==> src/rtl/npu_pkg.sv <==
// Shared sizing and controller state encoding for the
// line-feature detector.
package npu_pkg;

    localparam int DATA_W  = 8;
    localparam int NUM_PIX = 32;

    typedef enum logic [1:0] {
        IDLE    = 2'd0,
        COLLECT = 2'd1,
        SCAN    = 2'd2,
        DONE    = 2'd3
    } ctrl_state_t;

endpackage

==> src/rtl/median3.sv <==
// Combinational middle-of-three selector for unsigned values.
// Ties resolve to the shared value.
module median3 #(
    parameter int W = 8
) (
    input  logic [W-1:0] a,
    input  logic [W-1:0] b,
    input  logic [W-1:0] c,
    output logic [W-1:0] med
);

    logic [W-1:0] lo_ab;
    logic [W-1:0] hi_ab;
    logic [W-1:0] hi_c;

    always_comb begin
        lo_ab = (a < b) ? a : b;
        hi_ab = (a < b) ? b : a;
        hi_c  = (hi_ab < c) ? hi_ab : c;
        med   = (lo_ab > hi_c) ? lo_ab : hi_c;
    end

endmodule

==> src/rtl/top_controller.sv <==
// Frame-level line-feature detector: collects one line, sweeps a
// 3-tap median window across it, reports peak and contrast.
module top_controller
    import npu_pkg::*;
#(
    parameter int NUM_PIX_P = NUM_PIX,
    parameter int DATA_W_P  = DATA_W
) (
    input  logic                clk,
    input  logic                rst,
    input  logic                start,
    input  logic [DATA_W_P-1:0] rx_data,
    input  logic                rx_valid,
    output logic [DATA_W_P-1:0] tx_data,
    output logic                done_signal,
    output logic [DATA_W_P-1:0] confidence
);

    localparam int IDX_W = $clog2(NUM_PIX_P);
    localparam logic [IDX_W-1:0] LAST_PIX = IDX_W'(NUM_PIX_P - 1);
    localparam logic [IDX_W-1:0] LAST_WIN = IDX_W'(NUM_PIX_P - 3);

    ctrl_state_t         state;
    logic [DATA_W_P-1:0] pix_buf [NUM_PIX_P];
    logic [IDX_W-1:0]    wr_idx;
    logic [IDX_W-1:0]    win_idx;
    logic [DATA_W_P-1:0] peak_q;
    logic [DATA_W_P-1:0] min_q;

    logic [IDX_W-1:0]    win_idx1;
    logic [IDX_W-1:0]    win_idx2;
    logic [DATA_W_P-1:0] med;
    logic [DATA_W_P-1:0] peak_nxt;
    logic [DATA_W_P-1:0] min_nxt;

    always_comb begin
        win_idx1 = win_idx + IDX_W'(1);
        win_idx2 = win_idx + IDX_W'(2);
    end

    median3 #(.W(DATA_W_P)) u_med (
        .a  (pix_buf[win_idx]),
        .b  (pix_buf[win_idx1]),
        .c  (pix_buf[win_idx2]),
        .med(med)
    );

    always_comb begin
        peak_nxt = (med > peak_q) ? med : peak_q;
        min_nxt  = (med < min_q)  ? med : min_q;
    end

    always_ff @(posedge clk or negedge rst) begin
        if (!rst) begin
            state       <= IDLE;
            wr_idx      <= '0;
            win_idx     <= '0;
            peak_q      <= '0;
            min_q       <= '0;
            tx_data     <= '0;
            confidence  <= '0;
            done_signal <= 1'b0;
            for (int i = 0; i < NUM_PIX_P; i++) begin
                pix_buf[i] <= '0;
            end
        end else begin
            unique case (state)
                IDLE, DONE: begin
                    if (start) begin
                        state       <= COLLECT;
                        wr_idx      <= '0;
                        done_signal <= 1'b0;
                    end
                end
                COLLECT: begin
                    if (rx_valid) begin
                        pix_buf[wr_idx] <= rx_data;
                        wr_idx          <= wr_idx + IDX_W'(1);
                        if (wr_idx == LAST_PIX) begin
                            state   <= SCAN;
                            win_idx <= '0;
                            peak_q  <= '0;
                            min_q   <= '1;
                        end
                    end
                end
                SCAN: begin
                    peak_q  <= peak_nxt;
                    min_q   <= min_nxt;
                    win_idx <= win_idx1;
                    // Last window: publish from the updated trackers directly
                    if (win_idx == LAST_WIN) begin
                        state       <= DONE;
                        tx_data     <= peak_nxt;
                        confidence  <= peak_nxt - min_nxt;
                        done_signal <= 1'b1;
                    end
                end
                default: state <= IDLE;
            endcase
        end
    end

endmodule

==> config.mk <==
export PLATFORM = sky130hd
export DESIGN_NAME = top_controller
export DESIGN_NICKNAME = d
export VERILOG_FILES = /design/src/rtl/npu_pkg.sv /design/src/rtl/median3.sv /design/src/rtl/top_controller.sv
export SDC_FILE = /design/constraint.sdc
export NUM_CORES = 1
export LEC_CHECK = 0
export CAP_MARGIN = 20
export CELL_PAD_IN_SITES_DETAIL_PLACEMENT = 1
export CELL_PAD_IN_SITES_GLOBAL_PLACEMENT = 2
export CORE_ASPECT_RATIO = 1.5
export CORE_MARGIN = 8
export CORE_UTILIZATION = 40
export CTS_BUF_LIST = sky130_fd_sc_hd__clkbuf_4
export DETAILED_ROUTE_END_ITERATION = 8
export PLACE_DENSITY = 0.78
export SLEW_MARGIN = 25
export SYNTH_ARGS = -nofsm -noshare
export SYNTH_HDL_FRONTEND = slang
export SYNTH_HIERARCHICAL = 1
export SYNTH_SLANG_ARGS = --single-unit
==> constraint.sdc <==
create_clock -name clk -period 15.85 [get_ports clk]
set_input_delay 2.3775 -clock clk [delete_from_list [all_inputs] [get_ports clk]]
set_output_delay 2.3775 -clock clk [all_outputs]
set_load 0.01 [all_outputs]
Word-level counts from Yosys, hierarchy flattened
Cells that the tools add are included.
{ "classes": {"add_sub_neg": 4, "n_lt_le_gt_ge": 10, "eq_ne": 9, "muxes": 38, "bitwise_logic": 4, "reduce_logical": 12} }
{ "ops": {"columns": ["operator", "count"], "rows": [
  ["bitwise mux 256 bit", 1],
  ["two-way mux 8 bit", 17],
  ["binary-select mux 8 bit (select 5 bit)", 3],
  ["demux 8 bit (select 5 bit)", 1],
  ["one-hot mux 8 bit (2 select lines)", 2],
  ["greater-or-equal comparator 6 bit (second input constant)", 4],
  ["< comparator 8 bit", 3],
  ["NOT 5 -> 6 bit", 4],
  ["two-way mux 5 bit", 4],
  ["one-hot mux 5 bit (2 select lines)", 2],
  ["> comparator 8 bit", 2],
  ["adder 5 x 1 -> 5 bit (second input constant)", 2],
  ["equality test 5 bit (second input constant)", 2],
  ["AND reduction 3 bit", 3],
  ["two-way mux 2 bit", 4],
  ["!= test 2 bit (second input constant)", 4],
  ["subtractor 8 bit", 1],
  ["< comparator 6 x 1 -> 1 bit (second input constant)", 1],
  ["one-hot mux 2 bit (3 select lines)", 1],
  ["nonzero test 2 bit", 3],
  ["adder 5 x 2 -> 5 bit (second input constant)", 1],
  ["equality test 2 bit (second input constant)", 2],
  ["AND reduction 2 bit", 2],
  ["AND reduction 4 bit", 1],
  ["other kinds (6)", 7]
]} }
{ "word_totals": {"regBits": 301, "inputBits": 12, "out_inout_bits": 17} }

Depth between registers and ports, before layout
{ "depth": {"ltp_word": 14, "depth_mapped": 49} }

Modules after synthesis
Netlist, hierarchy kept.
{ "by_module_without_submodules": {"columns": ["mod", "instances", "cells_per_inst", "area_each_um2"], "rows": [
  ["top_controller", 1, 1234, 18365.1],
  ["median3", 1, 164, 1146.1]
]} }

Worst setup path before layout
Ideal clock, no wire load.
{ "synth_timing": {"path_type": "register -> register", "startpoint": "reg win_idx[1]", "endpoint": "reg confidence[6]", "setup_ns": 0.124, "arrival_ns": 11.323, "required_ns": 15.726, "path_slack_ns": 4.403, "stages_incl_launch_ff": 47, "period_less_slack_ns": 11.447, "path_cell_list": "dfrtp_1 > clkbuf_1 > clkbuf_1 > clkinv_1 > ha_1 > buf_2 > buf_1 > mux4_2 > mux4_2 > mux2_2 > inv_1 > ha_1 > a2111oi_2 > o31ai_2 > nand2_1 > buf_2 > o21ai_0 > ha_1 > [... 11 more ...] > or2_1 > clkbuf_1 > mux2_2 > a222oi_1 > ha_1 > o21a_1 > nor2_1 > nor3_1 > or3_4 > buf_6 > o21ai_1 > ha_1 > inv_1 > fa_1 > maj3_1 > a31oi_1 > nor4b_2 > a211o_1"} }
{ "synth_between": {"elab_chain_len": 14, "word_cells_on_any_way": 28, "cone_classes": "add/sub (3); order compare (5); eq/ne (1); mux (15); bitwise (3); reduce/logical (1)"} }
{ "synth_rtl": {"columns": ["element", "line_no", "rtl"], "rows": [
  ["start, declared", "top_controller.sv:26", "logic [IDX_W-1:0] win_idx;"],
  ["start signal, assigned", "top_controller.sv:90", "win_idx <= win_idx1;"],
  ["adder 5 x 1 -> 5 bit", "top_controller.sv:37", "win_idx1 = win_idx + IDX_W'(1);"],
  ["NOT 5 -> 6 bit (implied by the code)", "top_controller.sv:43", ".b (pix_buf[win_idx1]),"],
  ["binary-select mux 8 bit (select 5 bit)", "top_controller.sv:43", null],
  ["two-way mux 8 bit (implied by the code) (2 in series)", "top_controller.sv:43", null],
  ["< comparator 8 bit", "median3.sv:17, median3.sv:18", null],
  ["two-way mux 8 bit", "median3.sv:18", "hi_ab = (a < b) ? b : a;"],
  ["< comparator 8 bit", "median3.sv:19", "hi_c = (hi_ab < c) ? hi_ab : c;"],
  ["two-way mux 8 bit", "median3.sv:19", null],
  ["> comparator 8 bit", "median3.sv:20", "med = (lo_ab > hi_c) ? lo_ab : hi_c;"],
  ["two-way mux 8 bit *", "median3.sv:20", null],
  ["via med[2]", "top_controller.sv:32", "logic [DATA_W_P-1:0] med;"],
  ["> comparator 8 bit or < comparator 8 bit (tied branches)", "top_controller.sv:49, top_controller.sv:50", null],
  ["two-way mux 8 bit (on tied branches)", "top_controller.sv:49, top_controller.sv:50", null],
  ["subtractor 8 bit *", "top_controller.sv:95", "confidence <= peak_nxt - min_nxt;"],
  ["end signal, assigned", "top_controller.sv:95", null],
  ["end, declared", "top_controller.sv:16", "output logic [DATA_W_P-1:0] confidence"]
]} }
Mark *: on every way through the listed nets, which the timed path passes. The rest lies on a longest branch. The select of a mux whose other input is x is not followed.
A chain may end at the register's enable or synchronous reset.

Final worst setup path
{ "layout_timing": {"startpoint": "reg win_idx[1]", "endpoint": "reg confidence[6]"} }
{ "layout_between": {"elab_chain_len": 14, "word_cells_on_any_way": 28, "cone_classes": "add/sub (3); order compare (5); eq/ne (1); mux (15); bitwise (3); reduce/logical (1)"} }
{ "layout_rtl": {"columns": ["element", "line_no", "rtl"], "rows": [
  ["adder 5 x 1 -> 5 bit", "top_controller.sv:37", null],
  ["NOT 5 -> 6 bit (implied by the code)", "top_controller.sv:43", null],
  ["binary-select mux 8 bit (select 5 bit)", "top_controller.sv:43", null],
  ["two-way mux 8 bit (implied by the code) (2 in series)", "top_controller.sv:43", null],
  ["< comparator 8 bit", "median3.sv:17, median3.sv:18", null],
  ["two-way mux 8 bit", "median3.sv:18", null],
  ["< comparator 8 bit", "median3.sv:19", null],
  ["two-way mux 8 bit", "median3.sv:19", null],
  ["> comparator 8 bit", "median3.sv:20", null],
  ["two-way mux 8 bit *", "median3.sv:20", null],
  ["via med[5]", "top_controller.sv:32", null],
  ["> comparator 8 bit *", "top_controller.sv:49", "peak_nxt = (med > peak_q) ? med : peak_q;"],
  ["two-way mux 8 bit *", "top_controller.sv:49", null],
  ["via peak_nxt[1]", "top_controller.sv:33", "logic [DATA_W_P-1:0] peak_nxt;"],
  ["subtractor 8 bit *", "top_controller.sv:95", null]
]} }
Marks and branches as above.

==> impl_metrics.py <==
metrics = {
    "run_status": {
        "status": "finished, final reports clean",
    },
    "timing": {
        "max_freq_mhz": 72.5,
        "final.setup.tns_ps": 0,
        "tightest_slew_ps": 1090,
        "finalHoldViolCount": 0,
        "setup_viol": 0,
        "fin_worst_skew_ps": 45.9,
        "timing.slew.headroom_pct": 27.2,
        "post-route-period-util_pct": 87.1,
        "fin_crit_ps": 13800,
        "slew_viol_final": 0,
        "rsz0062_at_grt": "false",
    },
    "hold_path": {
        "hold_depth": 2,
        "holdCritPathClass": "flop to flop",
    },
    "synth": {
        "synth_seq_cells": 301,
        "syn_nets": 1465,
        "synth_warnings": 6,
        "async_flop_share_pct": 100,
        "synth.cell_area_sq_um": 19500,
        "ys_types": 65,
        "synth_edf_count": 0,
        "ys.flop_type": "dfrtp_1",
        "ys_seq_area_share_pct": 38.6,
        "netlist_instances": 1398,
        "post_synth.cell_area_avg_sq_um": 14.0,
    },
    "run": {
        "maxCapViolCount": 0,
    },
    "route": {
        "drc": 0,
        "drt_first_pass_iters": 6,
        "drt-total-wl_um": 58200,
        "postRouteAntennaNets": 0,
        "top_layer": "met4",
        "num_vias": 13300,
        "routed-wl-met2_um": 31600,
        "met1_length_um": 21600,
        "wl_per_cell_um": 27.1,
        "viasPerCell": 6.19,
        "drtIter0Drc": 919,
        "wl_met3_um": 2540,
    },
    "cells_and_area": {
        "utilization_pct": 44.2,
        "syn2layout_area_growth_pct": 9.83,
        "drive_gt1_share_pct": 46.9,
        "mostFrequentLayoutCells": "dfrtp_1 (298), mux2_2 (293), mux4_2 (228)",
        "finalNetCount": 1507,
        "layout_commonest_cell": "dfrtp_1",
        "fin_area_sq_um": 21400,
    },
    "die": {
        "die-area_sq_um": 56200,
        "initial_core_util_pct": 40.3,
        "ioPinCount": 29,
        "die_w_um": 196,
        "core_sq_um": 48400,
        "die_h_um": 286,
        "std_cell_rows": 99,
    },
    "grt": {
        "overflow": 0,
        "grt_pass1_wl_um": 90700,
        "grt_max_degree": 98,
        "grtUsageTotal_pct": 21.2,
        "antenna_found_initial": 1,
        "grt_pass1_vias": 14600,
    },
    "clocking": {
        "cts.sinks": 301,
        "cts_buffer_depth": 3,
        "htreeDepth": 3,
        "cts_made_buffers": 76,
        "postCtsSetupRepairBufs": 0,
        "cts_resized": 0,
        "insertion_delay_ps": 800,
        "clockRootBuffer": "clkbuf_4",
        "path_clk_slew_ps": 70,
        "cts_hold_buf": 0,
        "cts_tree": "done",
    },
    "setup_path": {
        "ff2ff_path_depth": 38,
        "cp-start-kind": "flop",
        "cpMostUsedCell": "ha_1",
        "critical_path_required_ps": 16510,
        "slowest_stage": "ha_4",
        "critPathKind": "flop to flop",
        "endpoint_kind": "flop",
        "cpPeakStageDelay_ps": 910,
        "critical_path_arrival_ps": 14460,
        "path_max_fanout": 36,
    },
    "placed_design": {
        "port_buffers": 28,
        "place_congestion": 0.873,
        "hpwlAfterDp_um": 40300,
        "placed_area_sq_um": 20500,
    },
}
flip-flops by register name, indices dropped and copies added, names as in the netlist:
register / flops
pix_buf: 256
confidence: 8
min_q: 8
peak_q: 8
tx_data: 8
win_idx: 5
wr_idx: 5
state: 2
done_signal: 1
critical path, delay by kind of cell, from the launching register on:
kind,cells,cell delay (ps)
and+or+nand+nor,9,2210
DFF,1,750
AOI/OAI and AO/OA,11,3850
muxes,6,2590
buffers and inverters,5,1270
adders and majority gates,7,2930
logic make-up (layout without fill, tap and decap cells):
family,count (synthesis),count (layout),synth area share (%)
muxes,543,543,44.5
DFF,301,301,38.6
and+or+nand+nor,173,173,4.30
buffers and inverters,158,256,3.22
AOI/OAI and AO/OA,156,156,5.24
adders and majority gates,56,56,3.62
xor gates and xnor gates,11,11,0.532
other,0,1,0
per-stage QoR:
stage	hold slack, ps	setup WS [ps]	cells
2_1_floorplan	478	4400	1398
3_3_place_gp	465	2400	2018
3_5_place_dp	481	2140	2018
4_1_cts	492	2070	2152
5_1_grt	519	1210	2153
6_report	486	2050	2153
synth_stat cells, types with 3 or more instances:
cell type / instances / area [sq um]
mux2i_1: 20 / 200
ha_1: 54 / 676
o21ai_0: 59 / 295
nor3b_1: 3 / 22.5
and3_1: 8 / 50.1
a222oi_1: 7 / 70.1
inv_1: 54 / 203
clkbuf_1: 76 / 285
a22oi_1: 6 / 45.0
nand3_1: 15 / 75.1
buf_2: 16 / 80.1
mux4_2: 228 / 5130
nand2_1: 70 / 263
nand4_1: 7 / 43.8
nor2b_1: 4 / 25.0
and2_1: 3 / 18.8
dfrtp_1: 301 / 7530
a2111oi_2: 3 / 45.0
a211oi_1: 3 / 22.5
o31a_1: 3 / 26.3
nor2_1: 36 / 135
buf_1: 9 / 33.8
o22ai_1: 9 / 56.3
a21o_1: 7 / 52.6
nor3_1: 5 / 25.0
mux2_2: 293 / 3300
a21oi_1: 22 / 110
nand2b_1: 7 / 43.8
xnor2_1: 5 / 43.8
xor2_1: 5 / 43.8
a22o_1: 4 / 35.0
o21a_1: 5 / 37.5
o21ai_1: 9 / 45.0
worst paths after layout:
check | from | to | slack (ps)
min in group asynchronous | rst | confidence[6] | 1600
worst max register to register | win_idx[1] | confidence[6] | 2050
max in group asynchronous | rst | pix_buf[140] | 11890
worst max-delay path | win_idx[1] | confidence[6] | 2050
worst min-delay path | confidence[3] | confidence[3] | 490
worst min register to register | confidence[3] | confidence[3] | 490
area by class of cell:
cell class | count | area, sq um
Clock inverter | 36 | 190
Inverter | 55 | 206
Fill cell | 4905 | 27000
Multi-Input combinational cell | 939 | 11400
Timing Repair Buffer | 67 | 542
Clock buffer | 98 | 736
Antenna cell | 1 | 2.50
Tap cell | 656 | 821
Sequential cell | 301 | 7540
per-layer routing:
metal	GRT usage [%]	up-vias
li1	-	5600
met1	24.0	7211
met2	38.2	395
met3	4.10	123
met4	9.63	0
met5	0	-
Power is left out: the tool's default activity adds up to more than one toggle a clock period on the data nets, which glitch-free logic cannot reach.
